--- src/rtl/vector_writeback.sv ---
// vector_writeback: turns vector ALU result beats into register-file writes with vl/v0/tail strobes.
// Build option VWB_OUTPUT_REG_EN registers the write port and delays done_o to match.
package vector_writeback_pkg;
  typedef enum logic [2:0] {
    LMUL_1   = 3'b000,
    LMUL_2   = 3'b001,
    LMUL_4   = 3'b010,
    LMUL_8   = 3'b011,
    LMUL_1_8 = 3'b101,
    LMUL_1_4 = 3'b110,
    LMUL_1_2 = 3'b111
  } vlmul_e;

  typedef enum logic [1:0] {
    EW8  = 2'b00,
    EW16 = 2'b01,
    EW32 = 2'b10,
    EW64 = 2'b11
  } vew_e;
endpackage

// state  | meaning
// IDLE   | waiting for start_i
// DATA   | one register write per result beat
// MASK   | counting beats, single mask write on the last one
// FINISH | done_o pulse, back to IDLE
module vector_writeback
  import vector_writeback_pkg::*;
#(
  parameter int VLEN  = 64,
  parameter int VLENB = VLEN / 8
) (
  input  logic                   clk,
  input  logic                   reset,
  input  logic                   start_i,
  input  logic [4:0]             vd_i,
  input  vlmul_e                 vlmul_i,
  input  vew_e                   vsew_i,
  input  logic [$clog2(VLEN):0]  vl_i,
  input  logic                   vm_i,
  input  logic [VLEN-1:0]        v0_i,
  input  logic                   widening_i,
  input  logic                   mask_dest_i,
  input  logic                   result_valid_i,
  input  logic [VLEN-1:0]        result_i,
  input  logic [VLEN-1:0]        result_mask_i,
  output logic                   wr_en_o,
  output logic [4:0]             wr_addr_o,
  output logic [VLEN-1:0]        wr_data_o,
  output logic [VLENB-1:0]       wr_strb_o,
  output logic                   busy_o,
  output logic                   done_o
);

  localparam int AW  = $clog2(VLEN);
  localparam int VLW = AW + 1;
  localparam int IW  = AW + 5;

  typedef enum logic [1:0] {
    S_IDLE,
    S_DATA,
    S_MASK,
    S_FINISH
  } state_e;

  state_e           state_q, state_d;
  logic [4:0]       beat_q, beat_d;
  logic [4:0]       grp_q, grp_d;
  logic [4:0]       vd_q, vd_d;
  logic [2:0]       esh_q, esh_d;
  logic [VLW-1:0]   vl_q, vl_d;
  logic             vm_q, vm_d;
  logic [VLEN-1:0]  v0_q, v0_d;

  logic             wr_en_d;
  logic [4:0]       wr_addr_d;
  logic [VLEN-1:0]  wr_data_d;
  logic [VLENB-1:0] wr_strb_d;
  logic             done_d;

  logic [4:0]       grp_start;
  logic [2:0]       esh_start;
  logic             last_beat;
  logic [VLENB-1:0] data_strb;
  logic [VLEN-1:0]  mask_data;
  logic [IW-1:0]    byte_idx;
  logic [IW-1:0]    elem_idx;

  always_comb begin
    grp_start = 5'd1;
    case (vlmul_i)
      LMUL_2:  grp_start = 5'd2;
      LMUL_4:  grp_start = 5'd4;
      LMUL_8:  grp_start = 5'd8;
      default: grp_start = 5'd1;
    endcase
    if (widening_i) grp_start = grp_start << 1;

    esh_start = 3'd0;
    case (vsew_i)
      EW16:    esh_start = 3'd1;
      EW32:    esh_start = 3'd2;
      EW64:    esh_start = 3'd3;
      default: esh_start = 3'd0;
    endcase
    if (widening_i) esh_start = esh_start + 3'd1;
  end

  // Element sizes are powers of two, so byte->element is a right shift by esh_q.
  always_comb begin
    data_strb = '0;
    byte_idx  = '0;
    elem_idx  = '0;
    for (int b = 0; b < VLENB; b++) begin
      byte_idx     = IW'(beat_q) * IW'(VLENB) + IW'(b);
      elem_idx     = byte_idx >> esh_q;
      data_strb[b] = (elem_idx < IW'(vl_q)) && (vm_q || v0_q[elem_idx[AW-1:0]]);
    end
  end

  always_comb begin
    mask_data = '1;
    for (int i = 0; i < VLEN; i++) begin
      if ((VLW'(i) < vl_q) && (vm_q || v0_q[i])) mask_data[i] = result_mask_i[i];
    end
  end

  assign last_beat = (beat_q == (grp_q - 5'd1));

  always_comb begin
    state_d   = state_q;
    beat_d    = beat_q;
    grp_d     = grp_q;
    vd_d      = vd_q;
    esh_d     = esh_q;
    vl_d      = vl_q;
    vm_d      = vm_q;
    v0_d      = v0_q;
    wr_en_d   = 1'b0;
    wr_addr_d = '0;
    wr_data_d = '0;
    wr_strb_d = '0;
    done_d    = 1'b0;

    case (state_q)
      S_IDLE: begin
        if (start_i) begin
          vd_d    = vd_i;
          grp_d   = grp_start;
          esh_d   = esh_start;
          vl_d    = vl_i;
          vm_d    = vm_i;
          v0_d    = v0_i;
          beat_d  = '0;
          state_d = mask_dest_i ? S_MASK : S_DATA;
        end
      end
      S_DATA: begin
        if (result_valid_i) begin
          wr_en_d   = 1'b1;
          wr_addr_d = vd_q + beat_q;
          wr_data_d = result_i;
          wr_strb_d = data_strb;
          beat_d    = beat_q + 5'd1;
          if (last_beat) state_d = S_FINISH;
        end
      end
      S_MASK: begin
        if (result_valid_i) begin
          beat_d = beat_q + 5'd1;
          if (last_beat) begin
            wr_en_d   = 1'b1;
            wr_addr_d = vd_q;
            wr_data_d = mask_data;
            wr_strb_d = '1;
            state_d   = S_FINISH;
          end
        end
      end
      S_FINISH: begin
        done_d  = 1'b1;
        beat_d  = '0;
        state_d = S_IDLE;
      end
      default: state_d = S_IDLE;
    endcase
  end

  always_ff @(posedge clk or posedge reset) begin
    if (reset) begin
      state_q <= S_IDLE;
      beat_q  <= '0;
      grp_q   <= '0;
      vd_q    <= '0;
      esh_q   <= '0;
      vl_q    <= '0;
      vm_q    <= 1'b0;
      v0_q    <= '0;
    end else begin
      state_q <= state_d;
      beat_q  <= beat_d;
      grp_q   <= grp_d;
      vd_q    <= vd_d;
      esh_q   <= esh_d;
      vl_q    <= vl_d;
      vm_q    <= vm_d;
      v0_q    <= v0_d;
    end
  end

  assign busy_o = (state_q != S_IDLE);

`ifdef VWB_OUTPUT_REG_EN
  logic             wr_en_q;
  logic [4:0]       wr_addr_q;
  logic [VLEN-1:0]  wr_data_q;
  logic [VLENB-1:0] wr_strb_q;
  logic             done_q;

  always_ff @(posedge clk or posedge reset) begin
    if (reset) begin
      wr_en_q   <= 1'b0;
      wr_addr_q <= '0;
      wr_data_q <= '0;
      wr_strb_q <= '0;
      done_q    <= 1'b0;
    end else begin
      wr_en_q   <= wr_en_d;
      wr_addr_q <= wr_addr_d;
      wr_data_q <= wr_data_d;
      wr_strb_q <= wr_strb_d;
      done_q    <= done_d;
    end
  end

  assign wr_en_o   = wr_en_q;
  assign wr_addr_o = wr_addr_q;
  assign wr_data_o = wr_data_q;
  assign wr_strb_o = wr_strb_q;
  assign done_o    = done_q;
`else
  assign wr_en_o   = wr_en_d;
  assign wr_addr_o = wr_addr_d;
  assign wr_data_o = wr_data_d;
  assign wr_strb_o = wr_strb_d;
  assign done_o    = done_d;
`endif

endmodule

--- config.mk ---
export PLATFORM = sky130hd
export DESIGN_NAME = vector_writeback
export DESIGN_NICKNAME = d
export VERILOG_FILES = /design/src/rtl/vector_writeback.sv
export SDC_FILE = /design/constraint.sdc
export NUM_CORES = 1
export LEC_CHECK = 0
export ABC_AREA = 1
export BUFFER_PORTS_ARGS = -buffer_cell sky130_fd_sc_hd__buf_2
export CORE_AREA = 2 2 188 190
export DETAILED_ROUTE_END_ITERATION = 10
export DIE_AREA = 0 0 190 192
export PLACE_DENSITY = 0.51
export SYNTH_ARGS = -nofsm -noshare
export SYNTH_HDL_FRONTEND = slang
export SYNTH_SLANG_ARGS = --single-unit
--- constraint.sdc ---
create_clock -name clk -period 2.5 [get_ports clk]
set_input_delay 0.25 -clock clk [delete_from_list [all_inputs] [get_ports clk]]
set_output_delay 0.25 -clock clk [all_outputs]
set_load 0.01 [all_outputs]
==> flow_summary_export.csv <==
group,metric,value,unit
power,worst_ir_drop_vdd,0.741,mV
power,p_int,11.2,mW
worst_setup_path,timing.rr.end,"state_q[1]$_DFFE_PP0P_",
clock_network,numCtsBuffers,9,
detailed_routing,post_drt_wl_per_cell,21.7,um
global_route,grt_max_degree,77,
detailed_routing,dr.pass1.iters,7,
timing,finClkSkew,7.84,ps
cells_and_area,diodes,0,
detailed_routing,vias_per_cell,5.63,
timing,timing.slew.headroom,55.8,%
logic_synthesis,yosysWarningCount,0,
clock_network,clock_sinks,92,
power,seqPwrFrac,11.3,%
timing,fmax,325,MHz
min_path,hold_depth,3,
logic_synthesis,synth_top_area_cell,"nand3_1",
logic_synthesis,syn_inst,1744,
min_path,min_from,"vd_i[3]",
timing,setup_tns,-32270,ps
cells_and_area,areaGrowthSynthToFinish,48.2,%
outcome,failed_checks,"setup timing",
global_route,grt_pass1_vias,13400,
worst_setup_path,cp_cell_sequence,"inv_4 -> nand2_4 -> buf_6 -> nand2_2 -> nand3_2 -> nand2_4 -> buf_6 -> a21oi_4 -> clkinv_4 -> clkbuf_16 -> nand3_1 -> nand3_1 -> nand3_1 -> nand3_2 -> nand3_2 -> nand2_2 -> a21oi_2 -> buf_2",
logic_synthesis,seq_area_frac_synth,22.5,%
floorplanning,rows,68,
power,switching_share,57.7,%
detailed_routing,dr.max_layer_used,"met4",
power,p_per_area,1750,nW/um2
cells_and_area,instances_no_fill,2572,
timing,finalCriticalPeriod,3080,ps
clock_network,clock_path_buffers,2,
min_path,min_to,"vd_q[3]$_DFFE_PP0P_",
detailed_routing,wl,55900,um
power,power.share.clock,5.7,%
logic_synthesis,syn-num-nets,1985,
placement,port_buffers,295,
power,power.switching,15.3,mW
detailed_routing,met2_length,26100,um
clock_network,clk_pin_slew,80,ps
power,p_leak,7.25,nW
worst_setup_path,rr_worst_depth,12,
clock_network,root_buffer,"clkbuf_16",
timing,timing.hold.ws,87.1,ps
timing,finalHoldViolations,0,
cells_and_area,layout_common_cells,"nand3_1 (457), nand2_1 (413), buf_2 (295), inv_1 (112), buf_4 (110)",
cells_and_area,drive_above_1_share,34.1,%
timing,tightestPinTransition,656,ps
detailed_routing,route.vias.total,14500,
placement,place.gp.congestion,0.962,
floorplanning,die_h,192,um
timing,fin_crit_sh,123,%
cells_and_area,design_area,15200,um2
timing,drv_slew,0,
power,p_comb_share,83.0,%
clock_network,cts_tree,"built",
floorplanning,chipWidth,190,um
job,max_cap_violations,0,
worst_setup_path,path_max_fanout,7,
worst_setup_path,r2r_start,"grp_q[0]$_DFFE_PP0P_",
worst_setup_path,crit_path_end_kind,"primary output",
min_path,hp-class,"in -> reg",
floorplanning,io_pins,296,
logic_synthesis,synth_area,10200,um2
logic_synthesis,synth_top_cell_area_share,25.0,%
logic_synthesis,avgSynthCellArea,5.86,um2
worst_setup_path,r2r_setup_slack,210,ps
detailed_routing,wl_met3,4470,um
worst_setup_path,startpoint_type,"register",
cells_and_area,fillers,3600,
placement,placed_cell_area,13200,um2
worst_setup_path,slowest_delay,460,ps
worst_setup_path,worstSetupPathType,"reg -> out",
logic_synthesis,synthTopCellsByArea,"nand3_1 (25%), dfrtp_1 (23%), nand2_1 (17%), o21ai_0 (7.9%), a21oi_1 (5.1%)",
cells_and_area,fin_util,44.2,%
detailed_routing,first_iter_violations,1547,
placement,placed_cells,2520,
detailed_routing,antenna_left,0,
timing,fin_ws,-578,ps
floorplanning,die-area,36500,um2
floorplanning,core_area,34300,um2
logic_synthesis,synth_edf_count,0,
clock_network,htree_levels,3,
worst_setup_path,required,2250,ps
outcome,status,"finished with violations",
cells_and_area,mostFrequentLayoutCell,"nand3_1",
logic_synthesis,ys.flop_type,"dfrtp_1",
logic_synthesis,ys_types,38,
worst_setup_path,critPathSlowestCell,"dfrtp_2",
timing,rsz0062_at_grt,"true",
global_route,grt_overflow,0,
timing,setup_violations,78,
detailed_routing,post-route-drc-count,0,
logic_synthesis,synthArstFlopShare,100,%
cells_and_area,finalNetCount,2353,
worst_setup_path,cp_data_arrival_time,2830,ps
global_route,antenna_found_initial,1,
placement,dp_hpwl,42300,um
floorplanning,start_util,29.8,%
global_route,grt_pass1_wl,81000,um
logic_synthesis,synth-seq-cells,92,
detailed_routing,wl_met1,23900,um
global_route,track_usage,29.2,%
clock_network,clk_latency,360,ps
registers in the layout (all words and copies together), names as in the netlist:
| name | cells |
|---|---|
| grp_q | 5 |
| vm_q | 1 |
| esh_q | 3 |
| vl_q | 7 |
| vd_q | 5 |
| state_q | 2 |
| beat_q | 5 |
| v0_q | 64 |
power groups by stage:
stage	registers (mW)	clock network (mW)	logic, mW
after global routing	3.06	1.57	23.7
final	3.00	1.51	22.0
after floorplan	2.58	0	11.5
after detailed placement	2.95	0	18.9
after global placement	2.95	0	18.7
after CTS	2.93	1.52	20.0
worst max path at each step:
stage	from	endpoint	slack, ps	cells past startpoint
2_1_floorplan	esh_q[1]$_DFFE_PP0P_	wr_strb_o[0]	4	14
3_3_place_gp	grp_q[0]$_DFFE_PP0P_	wr_data_o[57]	-190	13
3_5_place_dp	esh_q[0]$_DFFE_PP0P_	wr_strb_o[0]	-200	17
4_1_cts	esh_q[0]$_DFFE_PP0P_	wr_strb_o[4]	-460	18
5_1_grt	esh_q[0]$_DFFE_PP0P_	wr_strb_o[4]	-710	18
6_report	esh_q[0]$_DFFE_PP0P_	wr_strb_o[7]	-580	18
critical path, delay by kind of cell, from the launching register on:
family | cells | cell delay [ps]
simple gates | 10 | 860
buf+inv | 6 | 840
flops | 1 | 460
compound gates | 2 | 300
layer usage:
metal,vias up,global-route usage [%]
met3,99,4.71
met5,-,0
met2,710,47.9
met4,0,7.90
met1,6937,39.8
li1,6746,-
timing repair:
action | in CTS | in global routing
hold buffers | 1 | 0
endpoints found under the hold margin | 16 | 0
buffers inserted | 15 | 9
gates cloned | 9 | 7
gates resized for setup | 162 | 189
endpoints found under the setup margin | 78 | 78
pin swaps | 37 | 90
layout make-up:
class	count	area, um2	area share [%]
inverter	140	566	3.73
sequential	92	2310	15.2
multi-input combinational	1396	7870	51.9
tap	455	569	3.76
timing repair buffer	472	3520	23.2
timing repair inverter	1	11.3	0.0743
clock buffer	9	225	1.49
clock inverter	7	93.8	0.619
cells by family (layout without fill, tap and decap cells):
kind of cell | count (synthesis) | after routing | synth area share (%)
AO/OA/AOI/OAI | 343 | 343 | 18.9
XOR/XNOR | 9 | 9 | 0.771
adder cells (fa/ha/maj) | 25 | 25 | 3.13
buffers and inverters | 256 | 629 | 10.3
flip-flops | 92 | 92 | 22.5
AND/OR/NAND/NOR | 1019 | 1019 | 44.4
Yosys cell counts, types with 2 or more instances:
cell type,number
a21oi_1,104
buf_1,5
nand2_2,9
xnor2_1,3
a21oi_2,2
o21ai_0,161
nand2_1,450
nand3_2,3
nor2_1,34
nand3_1,510
o22ai_1,8
o211ai_1,28
clkbuf_1,59
nand2_4,2
buf_2,47
a21o_1,2
nor3_1,6
o221ai_1,26
o2111ai_1,2
buf_6,3
buf_4,2
xor2_1,6
clkinv_1,5
inv_1,123
inv_2,12
o21ai_1,6
ha_1,24
dfrtp_1,92
stage by stage:
step,power [mW],setup slack [ps]
after floorplan,14.1,3.93
after global placement,21.7,-195
after detailed placement,21.8,-204
after CTS,24.5,-461
after global routing,28.3,-714
final,26.5,-578
(Power assumes the default switching activity.)
